### src/rtl/vrf_writeback_arb_if.sv
// Handshake/bus bundle between the vector register file writeback arbiter and its neighbours:
// issue stage, ALU result pipe, LSU load returns and the register file write port.
interface vrf_writeback_arb_if #(
   parameter int DATA_W = 128,
   parameter int CNT_W  = 2
);
   logic              iss_valid;
   logic [4:0]        iss_waddr;
   logic [31:0]       busy;

   logic              alu_valid;
   logic [4:0]        alu_waddr;
   logic [DATA_W-1:0] alu_wdata;
   logic              alu_stall;

   logic              lsu_valid;
   logic              lsu_ready;
   logic [4:0]        lsu_waddr;
   logic [DATA_W-1:0] lsu_wdata;
   logic [CNT_W-1:0]  lsu_count;

   logic              rf_we;
   logic [4:0]        rf_waddr;
   logic [DATA_W-1:0] rf_wdata;

   modport slave (
      input  iss_valid, iss_waddr,
      input  alu_valid, alu_waddr, alu_wdata,
      input  lsu_valid, lsu_waddr, lsu_wdata,
      output busy, alu_stall, lsu_ready, lsu_count,
      output rf_we, rf_waddr, rf_wdata
   );

   modport master (
      output iss_valid, iss_waddr,
      output alu_valid, alu_waddr, alu_wdata,
      output lsu_valid, lsu_waddr, lsu_wdata,
      input  busy, alu_stall, lsu_ready, lsu_count,
      input  rf_we, rf_waddr, rf_wdata
   );
endinterface

### src/rtl/vrf_writeback_arb.sv
// Sole VRF writer: ALU results (1 cycle) beat buffered LSU returns (min 2 cycles); LSU is
// backpressured by a full FIFO. Keeps the pending-write scoreboard. Option VWB_STARVE_EN adds anti-starvation.
module vrf_writeback_arb #(
   parameter int DATA_W     = 128,
   parameter int LSU_DEPTH  = 2,
   parameter int STARVE_MAX = 4
) (
   input  logic                clk,
   input  logic                rst_n,
   vrf_writeback_arb_if.slave  bus
);

   localparam int PTR_W = $clog2(LSU_DEPTH);
   localparam int CNT_W = $clog2(LSU_DEPTH) + 1;

   logic [4:0]        fifo_addr_q [LSU_DEPTH];
   logic [DATA_W-1:0] fifo_data_q [LSU_DEPTH];
   logic [PTR_W-1:0]  wr_ptr_q, wr_ptr_d;
   logic [PTR_W-1:0]  rd_ptr_q, rd_ptr_d;
   logic [CNT_W-1:0]  count_q, count_d;

   logic              rf_we_q, rf_we_d;
   logic [4:0]        rf_waddr_q, rf_waddr_d;
   logic [DATA_W-1:0] rf_wdata_q, rf_wdata_d;
   logic [31:0]       busy_q, busy_d;

   logic              fifo_empty;
   logic              fifo_ready;
   logic              push;
   logic              lsu_grant;
   logic              alu_grant;
   logic              stall_q;

   // Ready depends only on registered occupancy, so a full FIFO refuses a push even while popping.
   assign fifo_empty = (count_q == '0);
   assign fifo_ready = (count_q != CNT_W'(LSU_DEPTH));
   assign push       = bus.lsu_valid && fifo_ready;

   always_comb begin
      lsu_grant = 1'b0;
      alu_grant = 1'b0;
      if (!fifo_empty && (stall_q || !bus.alu_valid)) begin
         lsu_grant = 1'b1;
      end else if (bus.alu_valid) begin
         alu_grant = 1'b1;
      end
   end

   always_comb begin
      wr_ptr_d = wr_ptr_q;
      rd_ptr_d = rd_ptr_q;
      if (push) begin
         wr_ptr_d = wr_ptr_q + PTR_W'(1);
      end
      if (lsu_grant) begin
         rd_ptr_d = rd_ptr_q + PTR_W'(1);
      end
      count_d = count_q + CNT_W'(push) - CNT_W'(lsu_grant);
   end

   always_comb begin
      rf_we_d    = alu_grant || lsu_grant;
      rf_waddr_d = rf_waddr_q;
      rf_wdata_d = rf_wdata_q;
      if (lsu_grant) begin
         rf_waddr_d = fifo_addr_q[rd_ptr_q];
         rf_wdata_d = fifo_data_q[rd_ptr_q];
      end else if (alu_grant) begin
         rf_waddr_d = bus.alu_waddr;
         rf_wdata_d = bus.alu_wdata;
      end
   end

   // Clear first, then set, so an issue to the register being written this edge stays pending.
   always_comb begin
      busy_d = busy_q;
      if (rf_we_d) begin
         busy_d[rf_waddr_d] = 1'b0;
      end
      if (bus.iss_valid) begin
         busy_d[bus.iss_waddr] = 1'b1;
      end
   end

   always_ff @(posedge clk or negedge rst_n) begin
      if (!rst_n) begin
         for (int i = 0; i < LSU_DEPTH; i++) begin
            fifo_addr_q[i] <= '0;
            fifo_data_q[i] <= '0;
         end
         wr_ptr_q   <= '0;
         rd_ptr_q   <= '0;
         count_q    <= '0;
         rf_we_q    <= 1'b0;
         rf_waddr_q <= '0;
         rf_wdata_q <= '0;
         busy_q     <= '0;
      end else begin
         if (push) begin
            fifo_addr_q[wr_ptr_q] <= bus.lsu_waddr;
            fifo_data_q[wr_ptr_q] <= bus.lsu_wdata;
         end
         wr_ptr_q   <= wr_ptr_d;
         rd_ptr_q   <= rd_ptr_d;
         count_q    <= count_d;
         rf_we_q    <= rf_we_d;
         rf_waddr_q <= rf_waddr_d;
         rf_wdata_q <= rf_wdata_d;
         busy_q     <= busy_d;
      end
   end

`ifdef VWB_STARVE_EN
   localparam int SC_W = $clog2(STARVE_MAX + 1);

   logic [SC_W-1:0] starve_q, starve_d;
   logic            stall_d;

   // Counts consecutive cycles the queued load lost to the ALU; saturates at the threshold.
   always_comb begin
      starve_d = starve_q;
      if (fifo_empty || lsu_grant) begin
         starve_d = '0;
      end else if (alu_grant && (starve_q != SC_W'(STARVE_MAX))) begin
         starve_d = starve_q + SC_W'(1);
      end
      stall_d = (starve_d == SC_W'(STARVE_MAX));
   end

   always_ff @(posedge clk or negedge rst_n) begin
      if (!rst_n) begin
         starve_q <= '0;
         stall_q  <= 1'b0;
      end else begin
         starve_q <= starve_d;
         stall_q  <= stall_d;
      end
   end
`else
   // Strict ALU priority: the stall path is never taken.
   localparam logic STALL_NEVER = (STARVE_MAX < 0);
   assign stall_q = STALL_NEVER;
`endif

   assign bus.lsu_ready = fifo_ready;
   assign bus.lsu_count = count_q;
   assign bus.alu_stall = stall_q;
   assign bus.rf_we     = rf_we_q;
   assign bus.rf_waddr  = rf_waddr_q;
   assign bus.rf_wdata  = rf_wdata_q;
   assign bus.busy      = busy_q;

endmodule

### src/flat_wrapper.sv
// flat-port wrapper written by rule: the top's interface ports become plain ports
module vrf_writeback_arb_flat 
#(
   parameter int DATA_W     = 128,
   parameter int LSU_DEPTH  = 2,
   parameter int STARVE_MAX = 4
)
  (clk, rst_n, bus_iss_valid, bus_iss_waddr, bus_alu_valid, bus_alu_waddr, bus_alu_wdata, bus_lsu_valid, bus_lsu_waddr, bus_lsu_wdata, bus_busy, bus_alu_stall, bus_lsu_ready, bus_lsu_count, bus_rf_we, bus_rf_waddr, bus_rf_wdata);
  vrf_writeback_arb_if #(.DATA_W(DATA_W), .CNT_W(2)) bus_i ();
  input  logic clk;
  input  logic rst_n;
  input wire logic [$bits(bus_i.iss_valid)-1:0] bus_iss_valid;
  input wire logic [$bits(bus_i.iss_waddr)-1:0] bus_iss_waddr;
  input wire logic [$bits(bus_i.alu_valid)-1:0] bus_alu_valid;
  input wire logic [$bits(bus_i.alu_waddr)-1:0] bus_alu_waddr;
  input wire logic [$bits(bus_i.alu_wdata)-1:0] bus_alu_wdata;
  input wire logic [$bits(bus_i.lsu_valid)-1:0] bus_lsu_valid;
  input wire logic [$bits(bus_i.lsu_waddr)-1:0] bus_lsu_waddr;
  input wire logic [$bits(bus_i.lsu_wdata)-1:0] bus_lsu_wdata;
  output wire logic [$bits(bus_i.busy)-1:0] bus_busy;
  output wire logic [$bits(bus_i.alu_stall)-1:0] bus_alu_stall;
  output wire logic [$bits(bus_i.lsu_ready)-1:0] bus_lsu_ready;
  output wire logic [$bits(bus_i.lsu_count)-1:0] bus_lsu_count;
  output wire logic [$bits(bus_i.rf_we)-1:0] bus_rf_we;
  output wire logic [$bits(bus_i.rf_waddr)-1:0] bus_rf_waddr;
  output wire logic [$bits(bus_i.rf_wdata)-1:0] bus_rf_wdata;
  assign bus_i.iss_valid = bus_iss_valid;
  assign bus_i.iss_waddr = bus_iss_waddr;
  assign bus_i.alu_valid = bus_alu_valid;
  assign bus_i.alu_waddr = bus_alu_waddr;
  assign bus_i.alu_wdata = bus_alu_wdata;
  assign bus_i.lsu_valid = bus_lsu_valid;
  assign bus_i.lsu_waddr = bus_lsu_waddr;
  assign bus_i.lsu_wdata = bus_lsu_wdata;
  assign bus_busy = bus_i.busy;
  assign bus_alu_stall = bus_i.alu_stall;
  assign bus_lsu_ready = bus_i.lsu_ready;
  assign bus_lsu_count = bus_i.lsu_count;
  assign bus_rf_we = bus_i.rf_we;
  assign bus_rf_waddr = bus_i.rf_waddr;
  assign bus_rf_wdata = bus_i.rf_wdata;
  vrf_writeback_arb #(.DATA_W(DATA_W), .LSU_DEPTH(LSU_DEPTH), .STARVE_MAX(STARVE_MAX)) u_core (.clk(clk), .rst_n(rst_n), .bus(bus_i));
endmodule
### config.mk
export PLATFORM = sky130hd
export DESIGN_NAME = vrf_writeback_arb_flat
export DESIGN_NICKNAME = d
export VERILOG_FILES = /design/src/rtl/vrf_writeback_arb_if.sv /design/src/rtl/vrf_writeback_arb.sv /design/src/flat_wrapper.sv
export SDC_FILE = /design/constraint.sdc
export NUM_CORES = 1
export LEC_CHECK = 0
export CORE_ASPECT_RATIO = 0.5
export CORE_MARGIN = 2
export CORE_UTILIZATION = 55
export CTS_CLUSTER_SIZE = 10
export DETAILED_ROUTE_END_ITERATION = 10
export PLACE_DENSITY_LB_ADDON = 0.1
export SYNTH_ARGS = -nofsm -noshare
export SYNTH_HDL_FRONTEND = slang
export SYNTH_SLANG_ARGS = --single-unit
### constraint.sdc
create_clock -name clk -period 3.35 [get_ports clk]
set_input_delay 0.67 -clock clk [delete_from_list [all_inputs] [get_ports clk]]
set_output_delay 0.67 -clock clk [all_outputs]
set_load 0.01 [all_outputs]
==> impl_metrics.yaml, run 1 <==
outcome:
  status: "complete, no violations"
cts:
  clkTransAtPathRegs_ps: 60
  clk_latency_ps: 560
  cts_max_level: 2
  numCtsBuffers: 49
  hold_buffers: 0
  cts_buffer_depth: 3
  cts_tree: "yes"
  postCtsResizedCells: 0
  post_cts_buffers: 0
  root_buffer: "clkbuf_16"
  cts.sinks: 436
sta:
  tightest_slew_ps: 870.5
  rsz0062_at_grt: "no"
  period_needed_ps: 2578
  relSlewSlack_pct: 41.96
  fin_crit_sh_pct: 76.97
  finalSetupTns_ps: 0
  finalHoldViolations: 0
  max_freq_mhz: 387.8
  fin_skew_ps: 15.92
  finalMaxSlewViolations: 0
  setup_viol: 0
finish:
  mostFrequentLayoutCell: "clkdlybuf4s50_1"
  finalNetCount: 2365
  final_cell_mix: "clkdlybuf4s50_1 (442), dfrtp_1 (435), nand2_1 (193)"
  drive_above_1_share_pct: 16.56
  synthToLayoutAreaGrowth_pct: 30.80
  fill_cells: 2580
  multiInputGateArea_um2: 8245
  final-seq-area_um2: 10910
worst_setup_path:
  r2r-end: "u_core.bus.rf_wdata[35]"
  ff2ff_setup_slack_ps: 1020
  ff2ff_path_depth: 5
  worst_ep_arrival_time_ps: 1910
  r2r-start: "u_core.rd_ptr_q"
  cp_max_fo: 8
  worst_ep_required_time_ps: 2680
  critPathLaunchType: "register"
  end_kind: "primary output"
  critical_path_class: "register to primary output"
synthesis:
  syn_inst: 1678
  synthArstFlopShare_pct: 100.0
  netlist_area_um2: 19800
  ys_seq_area_share_pct: 55.10
  synth_edf_count: 0
  yosysWarnings: 0
  synth_top_area_share_pct: 55.10
  synth_flop_cell: "dfrtp_1"
  synth.area.top_cells: "dfrtp_1 (55%), mux2_2 (10%), mux2i_1 (6.8%), mux2_4 (5.3%), nand2_1 (3.7%)"
  postSynthAreaPerCell_um2: 11.80
  yosysTopAreaCell: "dfrtp_1"
  ys_ff_latch: 436
  synth_cell_types: 44
  syn_nets: 1956
routing:
  remaining_drc_errors: 0
  wirelength_um: 50100
  wl_per_cell_um: 19.46
  via_count: 14160
  first_pass_iters: 5
  drt.antenna.violating_nets: 0
  vias_per_cell: 5.497
  drt_iter0_drc: 771
placement:
  dp_hpwl_um: 34140
  port_buffers: 444
  gp_congestion: 0.8572
global_routing:
  antenna_found_initial: 1
  first_global_vias: 14840
  grt_max_degree: 119
  grt_pass1_wl_um: 80670
  overflow: 0
  globalRouteTotalUtil_pct: 26.77
floorplanning:
  die_h_um: 138.2
  ios: 446
  dieArea_um2: 37630
  start_util_pct: 55.50
  rows: 49
  die_w_um: 272.3
  coreArea_um2: 35680
power_and_ir_drop:
  ir_worst_vdd_mv: 0.6240
  cellPowerDensity_nw_per_um2: 927.6
  total_power_mw: 24.03
  power_leakage_nw: 11.38
job:
  drv_cap: 0
min_path:
  hold_class: "primary input to asynchronous set/reset pin"
[worst max-delay path by stage]
stage	from	endpoint	slack, ps	cells after the start
5_1_grt	u_core.bus.lsu_count[0]	bus_lsu_ready	690	2
3_3_place_gp	bus_lsu_valid	u_core.fifo_data_q[82]	670	4
4_1_cts	u_core.bus.lsu_count[0]	bus_lsu_ready	730	2
3_5_place_dp	bus_lsu_valid	u_core.fifo_data_q[87]	640	4
2_1_floorplan	bus_alu_valid	u_core.bus.lsu_count[1]	1350	8
6_report	u_core.bus.lsu_count[0]	bus_lsu_ready	770	2
[where the power goes]
part / internal (mW) / switching (mW)
logic: 5.48 / 4.69
registers: 7.70 / 1.46
clock network: 2.74 / 1.97
[registers in the layout (all words and copies together), names as in the netlist]
| signal | flops |
|---|---|
| u_core.fifo_addr_q | 10 |
| u_core.fifo_data_q | 256 |
| u_core.bus.rf_we | 1 |
| u_core.bus.rf_waddr | 5 |
| u_core.wr_ptr_q | 1 |
| u_core.bus.busy | 32 |
| u_core.bus.rf_wdata | 128 |
| u_core.rd_ptr_q | 1 |
| u_core.bus.lsu_count | 2 |
[layout make-up]
| class | count | share of cell area [%] |
|---|---|---|
| Antenna cell | 1 | 0.009661 |
| Clock buffer | 52 | 4.942 |
| Clock inverter | 2 | 0.1498 |
| Inverter | 3 | 0.04348 |
| Multi-Input combinational cell | 1128 | 31.83 |
| Sequential cell | 436 | 42.14 |
| Tap cell | 484 | 2.338 |
| Timing Repair Buffer | 469 | 18.55 |
[cell families after synthesis]
family	synth area share, %
xor+xnor	0.1769
buf+inv	3.267
flops	55.10
other cells	0.01894
mux	23.51
simple gates	9.067
compound gates	8.738
fa+ha+maj	0.1263
[metal layers]
layer | share of wire, % | global-route usage (%) | routed length, um | up-vias
met4 | 3.0 | 9.080 | 1526 | 0
met1 | 42 | 34.20 | 21190 | 7081
met3 | 4.0 | 4.673 | 2023 | 86
li1 | - | - | - | 6691
met5 | 0 | 0 | 0 | -
met2 | 51 | 46.35 | 25360 | 298
[cells in the mapped netlist (all sizes together), types with 2 or more instances]
cell type and number:
a21oi 130, a2bb2oi 4, and3 4, and3b 6, buf 80, clkbuf 31
dfrtp 436, ha 2, inv 3, mux2 271, mux2i 134, nand2 194
nand2b 2, nand3 26, nand3b 12, nor2 139, nor3 2, nor3b 6
nor4 5, o211ai 33, o21ai 132, o221ai 12, or2 3, xnor2 3
[critical path, cell delays in order (launching register included)]
cell and delay, ps:
dfrtp_1 550, nand2b_4 250, clkdlybuf4s50_1 560
[stage by stage]
| stage | instances | setup WS [ps] | util [%] | hold WS [ps] | instance area [um^2] |
|---|---|---|---|---|---|
| global route | 2575 | 689.2 | 72.59 | 106.2 | 25900 |
| CTS | 2574 | 727.7 | 72.58 | 79.82 | 25900 |
| finish | 2575 | 771.6 | 72.59 | 72.75 | 25900 |
| detailed placement | 2520 | 641.7 | 68.89 | 474.0 | 24580 |
| floorplan | 1678 | 1348 | - | 374.4 | 19800 |
| global placement | 2520 | 668.7 | 68.89 | 466.5 | 24580 |
No activity file was read; power rests on OpenSTA's default activity.
==> inputs of run 2 (changes only) <==
--- a/config.mk
+++ b/config.mk
@@ -7,7 +7,7 @@
 export LEC_CHECK = 0
 export CORE_ASPECT_RATIO = 0.5
 export CORE_MARGIN = 2
-export CORE_UTILIZATION = 55
+export CORE_UTILIZATION = 51
 export CTS_CLUSTER_SIZE = 10
 export DETAILED_ROUTE_END_ITERATION = 10
 export PLACE_DENSITY_LB_ADDON = 0.1
==> constraint.sdc (replaced) <==
create_clock -name clk -period 2.45 [get_ports clk]
set_input_delay 0.49 -clock clk [delete_from_list [all_inputs] [get_ports clk]]
set_output_delay 0.49 -clock clk [all_outputs]
set_load 0.01 [all_outputs]
==> run 2 against run 1 <==
Largest power group unchanged. Sequential power rose by 36%. Critical path type unchanged. Sequential share of layout area fell by 0.37 points. Die area rose by 7.7%. Count of clock-buffer cells in the layout rose by 1. Via count rose by 1.0%. Utilization fell by 3.5 points. Clock power rose by 35%.
==> impl_metrics.yaml, run 2 (synthesis gave the netlist of run 1 again) <==
global_routing:
  grt_max_degree: 198
  globalRouteTotalUtil_pct: 24.91
  antenna_found_initial: 3
  overflow: 0
  grt_pass1_wl_um: 79360
  first_global_vias: 14600
cts:
  root_buffer: "clkbuf_16"
  post_cts_buffers: 0
  cts_tree: "yes"
  cts.sinks: 436
  clk_latency_ps: 560
  postCtsResizedCells: 0
  cts_max_level: 2
  cts_buffer_depth: 3
  clkTransAtPathRegs_ps: 50
  numCtsBuffers: 49
  hold_buffers: 1
floorplanning:
  coreArea_um2: 37850
  ios: 446
  start_util_pct: 52.32
  die_w_um: 282.7
  rows: 50
  die_h_um: 143.3
  dieArea_um2: 40520
worst_setup_path:
  critPathTopFamily: "buffers and inverters"
  path_buf_inv: 1
  critical_path_class: "register to primary output"
  crit_start: "u_core.bus.lsu_count[0]"
  cp_cell_sequence: "nand2b_4, clkdlybuf4s50_1"
  r2r-start: "u_core.bus.lsu_count[1]"
  cp_max_fo: 8
  slowest_stage: "clkdlybuf4s50_1"
  end_kind: "primary output"
  r2r-end: "u_core.bus.rf_wdata[50]"
  worst_ep_required_time_ps: 1960
  max_stage_delay_ps: 580
  ff2ff_path_depth: 6
  worst_ep_arrival_time_ps: 1880
  critPathLaunchType: "register"
  ff2ff_setup_slack_ps: 400
sta:
  finalMaxSlewViolations: 0
  finalHoldViolations: 0
  finalSetupTns_ps: 0
  fin_crit_sh_pct: 96.86
  rsz0062_at_grt: "no"
  setup_ws_ps: 77.00
  max_freq_mhz: 421.4
  setup_viol: 0
  period_needed_ps: 2373
  tightest_slew_ps: 795.5
  fin_skew_ps: 11.10
  relSlewSlack_pct: 46.97
finish:
  fill_cells: 2891
  finalNetCount: 2383
  final_cell_mix: "clkdlybuf4s50_1 (442), dfrtp_1 (435), nand2_1 (193)"
  fin_cells: 2633
  largest_reg_flops: 256
  mostFrequentLayoutCell: "clkdlybuf4s50_1"
  drive_above_1_share_pct: 17.21
  top_register: "u_core.fifo_data_q"
  synthToLayoutAreaGrowth_pct: 31.96
routing:
  wirelength_um: 50580
  drt_iter0_drc: 807
  via_count: 14300
  wl_per_cell_um: 19.21
  vias_per_cell: 5.433
  drt.antenna.violating_nets: 0
  first_pass_iters: 5
  remaining_drc_errors: 0
placement:
  port_buffers: 444
  place_ws_ps: 196.5
  dp_hpwl_um: 34980
  dp.cells: 2573
  gp_congestion: 0.8495
min_path:
  holdPathStages: 3
  hold_class: "primary input to register"
  hold_path.startpoint: "bus_alu_valid"
  hold_end: "u_core.bus.rf_wdata[86]"
outcome:
  status: "complete, no violations"
power_and_ir_drop:
  ir_worst_vdd_mv: 0.6319
  power_leakage_nw: 11.48
  cellPowerDensity_nw_per_um2: 1260
job:
  drv_cap: 0
-- run 2: cell count changes in the layout (fill, tap and decap cells not counted), sizes merged --
cell / before / now
bufinv: 1 / 0
clkbuf: 53 / 54
buf: 26 / 43
dlygate4sd3: 0 / 1
clkinv: 0 / 1
diode: 1 / 4
-- run 2: power breakdown --
group / total (mW) / internal, mW / switching [mW]
sequential: 12.4 / 10.5 / 1.91
clock: 6.37 / 3.65 / 2.72
combinational: 14.1 / 7.64 / 6.47
-- run 2: how the worst max path moves through the flow --
stage                              endpoint  slack [ps]  cells past startpoint
floorplan           u_core.bus.lsu_count[1]         630                      8
global placement    u_core.fifo_data_q[166]         230                      5
detailed placement  u_core.fifo_data_q[146]         200                      5
CTS                           bus_lsu_ready          50                      2
global route                  bus_lsu_ready           9                      2
finish                        bus_lsu_ready          80                      2
-- run 2: stage by stage --
step	instance area, um^2	hold slack [ps]	util (%)	power [mW]
final	26130	353.4	69.04	32.92
after global placement	24820	457.9	65.56	26.30
after detailed placement	24820	453.8	65.56	26.70
after floorplan	19800	194.4	-	21.58
after global routing	26130	391.0	69.02	35.08
after CTS	26120	343.6	69.02	33.24
-- run 2: metal layers --
metal | vias up | wire length (um) | track usage, %
met5 | - | 0 | 0
li1 | 6731 | - | -
met4 | 0 | 1717 | 9.050
met1 | 7143 | 20990 | 31.65
met2 | 325 | 25510 | 42.93
met3 | 105 | 2357 | 4.617
-- run 2: worst reg2reg max path: stages, from the launching register on --
cell,delay (ps)
dfrtp_1,510
nor2_4,360
buf_4,310
buf_12,300
nor2_1,200
a21oi_1,140
o21ai_0,80
-- run 2: area by class of cell --
type,count,area (um^2),area share (%)
Sequential cell,436,10910,41.76
Multi-Input combinational cell,1128,8245,31.55
Timing Repair Buffer,487,5004,19.15
Clock buffer,53,1284,4.912
Tap cell,520,650.6,2.490
Clock inverter,2,13.76,0.05267
Inverter,3,11.26,0.04309
Antenna cell,4,10.01,0.03830
